File: config.mk
export PLATFORM = sky130hd
export DESIGN_NAME = instruction_fetch
export DESIGN_NICKNAME = d
export VERILOG_FILES = /design/src/rtl/riscv_pkg.sv /design/src/rtl/if_fifo.sv /design/src/rtl/instruction_fetch.sv
export SDC_FILE = /design/constraint.sdc
export NUM_CORES = 1
export LEC_CHECK = 0
export BUFFER_PORTS_ARGS = -buffer_cell sky130_fd_sc_hd__clkbuf_2
export CORE_UTILIZATION = 40
export CTS_BUF_LIST = sky130_fd_sc_hd__clkbuf_4 sky130_fd_sc_hd__clkbuf_8
export CTS_CLUSTER_DIAMETER = 120
export CTS_CLUSTER_SIZE = 24
export DETAILED_ROUTE_END_ITERATION = 6
export PLACE_DENSITY_LB_ADDON = 0.15
export SYNTH_ARGS = -nofsm -noshare
export SYNTH_HDL_FRONTEND = slang
export SYNTH_SLANG_ARGS = --single-unit
File: constraint.sdc
create_clock -name clk -period 17.4 [get_ports clk]
set_input_delay 3.48 -clock clk [delete_from_list [all_inputs] [get_ports clk]]
set_output_delay 3.48 -clock clk [all_outputs]
set_load 0.03 [all_outputs]
File: src/rtl/riscv_pkg.sv
// Shared definitions for the RV32I front end: datapath width, the canonical
// NOP encoding and the {pc, inst} entry carried from fetch to decode.
package riscv_pkg;

  localparam int DATA_WIDTH = 32;

  // addi x0, x0, 0
  localparam logic [31:0] NOP_INST = 32'h0000_0013;

  typedef struct packed {
    logic [DATA_WIDTH-1:0] pc;
    logic [31:0]           inst;
  } if_entry_t;

endpackage

File: src/rtl/if_fifo.sv
// In-order instruction queue. Each granted fetch reserves a slot and parks its
// PC there; the matching response fills in the instruction word. Only filled
// slots are visible to decode. The head entry is held in output registers so
// decode never sees a combinational path from the memory or decode inputs.
module if_fifo
  import riscv_pkg::*;
#(
  parameter int DEPTH = 4
) (
  input  logic                   clk,
  input  logic                   rst,
  input  logic                   clear_i,
  input  logic                   reserve_i,
  input  logic [DATA_WIDTH-1:0]  reserve_pc_i,
  input  logic                   fill_i,
  input  logic [31:0]            fill_inst_i,
  input  logic                   pop_i,
  output logic                   head_valid_o,
  output if_entry_t              head_o,
  output logic [$clog2(DEPTH):0] count_o
);

  localparam int PTR_W = $clog2(DEPTH);

  typedef logic [PTR_W:0] ptr_t;

  // Pointer order is rd <= fill <= resv: [rd, fill) holds complete entries,
  // [fill, resv) holds PC-tagged slots still waiting for their response.
  ptr_t      rd_q, rd_d;
  ptr_t      fill_q, fill_d;
  ptr_t      resv_q, resv_d;
  if_entry_t mem_q [DEPTH];
  logic      head_valid_q, head_valid_d;
  if_entry_t head_q, head_d;
  logic      pop_s;

  assign pop_s        = pop_i & head_valid_q;
  assign head_valid_o = head_valid_q;
  assign head_o       = head_q;
  assign count_o      = fill_q - rd_q;

  // Next pointers and the next head entry, forwarding a response that lands
  // directly in the head slot so a returned word reaches decode one cycle later.
  always_comb begin
    rd_d         = rd_q;
    fill_d       = fill_q;
    resv_d       = resv_q;
    head_valid_d = 1'b0;
    head_d       = '{pc: '0, inst: NOP_INST};
    if (clear_i) begin
      rd_d   = '0;
      fill_d = '0;
      resv_d = '0;
    end else begin
      if (pop_s) begin
        rd_d = rd_q + ptr_t'(1);
      end else begin
        rd_d = rd_q;
      end
      if (fill_i) begin
        fill_d = fill_q + ptr_t'(1);
      end else begin
        fill_d = fill_q;
      end
      if (reserve_i) begin
        resv_d = resv_q + ptr_t'(1);
      end else begin
        resv_d = resv_q;
      end
      if (fill_d != rd_d) begin
        head_valid_d = 1'b1;
        if (fill_i && (fill_q == rd_d)) begin
          head_d = '{pc: mem_q[rd_d[PTR_W-1:0]].pc, inst: fill_inst_i};
        end else begin
          head_d = mem_q[rd_d[PTR_W-1:0]];
        end
      end else begin
        head_valid_d = 1'b0;
      end
    end
  end

  // Pointer and head-register state.
  always_ff @(posedge clk or posedge rst) begin
    if (rst) begin
      rd_q         <= '0;
      fill_q       <= '0;
      resv_q       <= '0;
      head_valid_q <= 1'b0;
      head_q       <= '{pc: '0, inst: NOP_INST};
    end else begin
      rd_q         <= rd_d;
      fill_q       <= fill_d;
      resv_q       <= resv_d;
      head_valid_q <= head_valid_d;
      head_q       <= head_d;
    end
  end

  // Slot storage: PC tag written at grant, instruction word written at response.
  always_ff @(posedge clk or posedge rst) begin
    if (rst) begin
      for (int i = 0; i < DEPTH; i++) begin
        mem_q[i] <= '{pc: '0, inst: NOP_INST};
      end
    end else begin
      if (reserve_i && !clear_i) begin
        mem_q[resv_q[PTR_W-1:0]].pc <= reserve_pc_i;
      end
      if (fill_i && !clear_i) begin
        mem_q[fill_q[PTR_W-1:0]].inst <= fill_inst_i;
      end
    end
  end

endmodule

File: src/rtl/instruction_fetch.sv
// Front end of the RV32I pipeline: owns the fetch PC, issues word fetches under
// a credit limit so the queue can never overflow, discards responses that belong
// to a path abandoned by a redirect, and hands in-order instructions to decode.
module instruction_fetch #(
  parameter int                         DATA_WIDTH = riscv_pkg::DATA_WIDTH,
  parameter logic [DATA_WIDTH-1:0]      RESET_PC   = 32'h0000_0000,
  parameter int                         FIFO_DEPTH = 4
) (
  input  logic                  clk,
  input  logic                  rst,
  input  logic                  i_id_ready,
  input  logic                  i_ex_redirect,
  input  logic [DATA_WIDTH-1:0] i_ex_target,
  output logic                  o_imem_req,
  output logic [DATA_WIDTH-1:0] o_imem_addr,
  input  logic                  i_imem_gnt,
  input  logic                  i_imem_rvalid,
  input  logic [31:0]           i_imem_rdata,
  output logic                  o_if_valid,
  output logic [31:0]           o_if_inst,
  output logic [DATA_WIDTH-1:0] o_if_pc
);

  import riscv_pkg::*;

  localparam int CNT_W = $clog2(FIFO_DEPTH) + 1;

  logic [DATA_WIDTH-1:0] fetch_pc_q, fetch_pc_d;
  logic [CNT_W-1:0]      outstanding_q, outstanding_d;
  logic [CNT_W-1:0]      kill_q, kill_d;
  logic [CNT_W-1:0]      queue_count_s;
  logic [CNT_W:0]        credit_used_s;
  logic                  grant_s;
  logic                  kill_active_s;
  logic                  keep_s;
  logic                  drop_s;
  if_entry_t             head_s;

  assign grant_s       = o_imem_req & i_imem_gnt;
  assign kill_active_s = (kill_q != '0);
  assign keep_s        = i_imem_rvalid & ~kill_active_s;
  assign drop_s        = i_imem_rvalid & kill_active_s;
  assign o_imem_addr   = fetch_pc_q;
  assign o_if_inst     = head_s.inst;
  assign o_if_pc       = head_s.pc;

  // Issue only while every in-flight request still has a free queue slot.
  always_comb begin
    credit_used_s = {1'b0, outstanding_q} + {1'b0, queue_count_s};
    if (rst) begin
      o_imem_req = 1'b0;
    end else begin
      o_imem_req = (credit_used_s < (CNT_W+1)'(FIFO_DEPTH));
    end
  end

  // Next PC, in-flight count and kill count; a redirect turns everything still
  // in flight (including a request granted in the same cycle) into kill credit.
  always_comb begin
    outstanding_d = outstanding_q + CNT_W'(grant_s) - CNT_W'(i_imem_rvalid);
    fetch_pc_d    = fetch_pc_q;
    kill_d        = kill_q;
    if (i_ex_redirect) begin
      fetch_pc_d = {i_ex_target[DATA_WIDTH-1:2], 2'b00};
      kill_d     = outstanding_d;
    end else begin
      if (grant_s) begin
        fetch_pc_d = fetch_pc_q + DATA_WIDTH'(4);
      end else begin
        fetch_pc_d = fetch_pc_q;
      end
      kill_d = kill_q - CNT_W'(drop_s);
    end
  end

  // PC and counter registers.
  always_ff @(posedge clk or posedge rst) begin
    if (rst) begin
      fetch_pc_q    <= RESET_PC;
      outstanding_q <= '0;
      kill_q        <= '0;
    end else begin
      fetch_pc_q    <= fetch_pc_d;
      outstanding_q <= outstanding_d;
      kill_q        <= kill_d;
    end
  end

  if_fifo #(
    .DEPTH (FIFO_DEPTH)
  ) u_if_fifo (
    .clk          (clk),
    .rst          (rst),
    .clear_i      (i_ex_redirect),
    .reserve_i    (grant_s & ~i_ex_redirect),
    .reserve_pc_i (fetch_pc_q),
    .fill_i       (keep_s & ~i_ex_redirect),
    .fill_inst_i  (i_imem_rdata),
    .pop_i        (o_if_valid & i_id_ready & ~i_ex_redirect),
    .head_valid_o (o_if_valid),
    .head_o       (head_s),
    .count_o      (queue_count_s)
  );

endmodule
==> reports/metrics.cfg <==
[timing]
worst_pin_slew_ns = 1.09
max_freq_mhz = 127
finalClockSkew_ns = 0.0150
period_needed_ns = 7.86
finalSetupViolCount = 0
slew_viol_final = 0
rsz0062_at_grt = false
finalCritPeriodShare = 0.451
worst_slew_margin_rel = 0.275
tns_ns = 0
hold_viol = 0

[synth]
synth.avg_cell_area_sq_um = 13.4
syn_inst = 1153
synth_seq_cells = 356
synth-edff-count = 0
async_flop_share = 1.00
synth_ff_type = dfrtp_1
ys_warn_count = 0
seq_area_frac_synth = 0.579
ys_types = 42
synth_area_sq_mm = 0.0154

[global_route]
grt.overflow.total = 0
grt_pass1_vias = 9688
grt_pass1_wl_um = 56200
grt_use_total = 0.183
antenna_found_initial = 0
grt_start_max_net_pins = 166

[detailed_routing]
dr_wl_met2_um = 16700
drc = 0
wl_met3_um = 1380
wirelength_met1_um = 16300
first_iter_violations = 417
vias_per_cell = 5.22
vias = 9366
dr.max_layer_used = met4
drt-pass1-iter-count = 4
postRouteAntennaNets = 0
routed_wl_um = 35100
wire_per_inst_um = 19.6

[cts]
cts_sinks = 356
htree_levels = 1
cts-root-buf = clkbuf_8
post_cts_buffers = 0
cts.path.max_buffers = 3
worstSkewPairLatency_ns = 0.57
cts_resized = 0
cts_hold_buf = 0
tritoncts = yes
cts_buffers = 18
cts.reportedPaths.clkPinSlew_ns = 0.14

[power]
power.density_mw_per_mm2 = 110
ir_drop_mv = 0.0591
p_leak_nw = 8.28
p_total_mw = 1.88

[layout]
layout-drive-gt1-share = 0.402
finalNonFillerCells = 1793
fin_nets = 1365
fill_cells = 3469
antennaDiodeCount = 0
syn_to_final_growth_pct = 10.9

[placement]
io_buffers = 163
dp_cells = 1767
dp_hpwl_um = 19900
gp_congestion = 0.719

[floorplanning]
die_y_um = 198
die_w_um = 198
coreArea_sq_mm = 0.0378
rows = 71
start_util = 0.408
pin_count = 168
die-area_sq_mm = 0.0393

[critical_path]
crit_required_ns = 13.92
cp_max_fo = 2
cp-start-kind = input port
crit_chain = clkbuf_2 -> nor4_1 -> and2_1 -> clkbuf_2
path_class = in -> out
cp_common_cell = clkbuf_2
cp_slowest_cell = nor4_1
max_stage_delay_ns = 0.37
cp-end-kind = output pin
cp.arrival_ns = 4.38

[worst_hold_path]
hold_class = reg -> reg

[flow_run]
drv_cap = 0

[status]
status = finished clean

## per-stage QoR
stage / setup slack [ns] / hold slack (ns) / utilization / area, sq um
floorplan: 4.07 / 0.472 / - / 15400
global placement: 9.52 / 0.481 / 0.444 / 16800
detailed placement: 9.55 / 0.488 / 0.444 / 16800
CTS: 9.54 / 0.521 / 0.453 / 17100
global route: 9.48 / 0.524 / 0.453 / 17100
finish: 9.54 / 0.518 / 0.453 / 17100
## registers in the layout, summed over array words and instances, names as in the netlist
name	cells
kill_q	3
o_imem_addr	30
outstanding_q	3
u_if_fifo.fill_q	3
u_if_fifo.head_o	63
u_if_fifo.head_valid_o	1
u_if_fifo.mem_q	248
u_if_fifo.rd_q	3
u_if_fifo.resv_q	2
## path summary, 6_finish.rpt
check                                     start              endpoint  slack, ns  depth (start not counted)
min in group asynchronous                   rst   u_if_fifo.mem_q[38]       3.06                          2
min                        u_if_fifo.mem_q[124]  u_if_fifo.mem_q[124]       0.52                          1
min reg2reg                u_if_fifo.mem_q[124]  u_if_fifo.mem_q[124]       0.52                          1
max reg2reg                   u_if_fifo.rd_q[0]             kill_q[2]      12.88                         18
max                                         rst            o_imem_req       9.54                          4
max in group asynchronous                   rst   u_if_fifo.mem_q[52]      12.75                          3
## layout by cell type, fill, tap and decap left out, types with 17 or more instances in the layout
master      n
a21oi_1    30
o21ai_0    33
nand2_1    85
xor2_1     21
o22ai_1    62
nor2b_1    31
clkbuf_2  163
xnor2_1    21
mux2_2    248
or3_1      29
ha_1       17
nor2_1     22
clkbuf_8   19
mux4_2     30
dfrtp_1   341
buf_4      19
## power breakdown
part	internal (mW)	switching (mW)	total (mW)
registers	0.979	0.0850	1.06
clock network	0.130	0.249	0.379
logic	0.227	0.210	0.437
total	1.34	0.544	1.88
## cell type report
class | count | area [sq um] | area share
sequential | 356 | 8930 | 0.522
multi-input combinational | 700 | 6150 | 0.360
timing repair buffer | 183 | 978 | 0.0572
tap | 511 | 639 | 0.0374
clock buffer | 25 | 307 | 0.0179
inverter | 17 | 71.3 | 0.00417
clock inverter | 1 | 30.0 | 0.00176
## critical path: cells and delay by family
kind,cells,cell delay (ns)
buffers and inverters,2,0.34
and+or+nand+nor,2,0.56
## kinds of logic (layout without fill, tap and decap cells)
| family | after synthesis | after routing | share of synthesized area |
|---|---|---|---|
| simple gates | 216 | 216 | 0.0720 |
| other cells | 1 | 3 | 0.000243 |
| mux | 285 | 285 | 0.229 |
| compound gates | 132 | 132 | 0.0497 |
| xor+xnor | 45 | 45 | 0.0265 |
| flops | 356 | 356 | 0.579 |
| fa+ha+maj | 19 | 19 | 0.0164 |
| buf+inv | 99 | 226 | 0.0266 |
## Yosys cell counts (all sizes together), types with 23 or more instances
library cell,count,area (sq um)
o22ai,62,388
buf,29,146
nand2,85,319
dfrtp,341,8530
xnor2,23,216
or3,30,188
a21oi,31,166
o21ai,33,165
mux2,248,2790
mux4,30,676
nor2b,31,194
clkbuf,53,200
## layer usage
layer / vias to the layer above / GRT usage
met5: - / 0
met4: 0 / 0.0385
met3: 39 / 0.0267
met2: 164 / 0.301
met1: 4829 / 0.257
li1: 4334 / -
(Power assumes the default switching activity.)
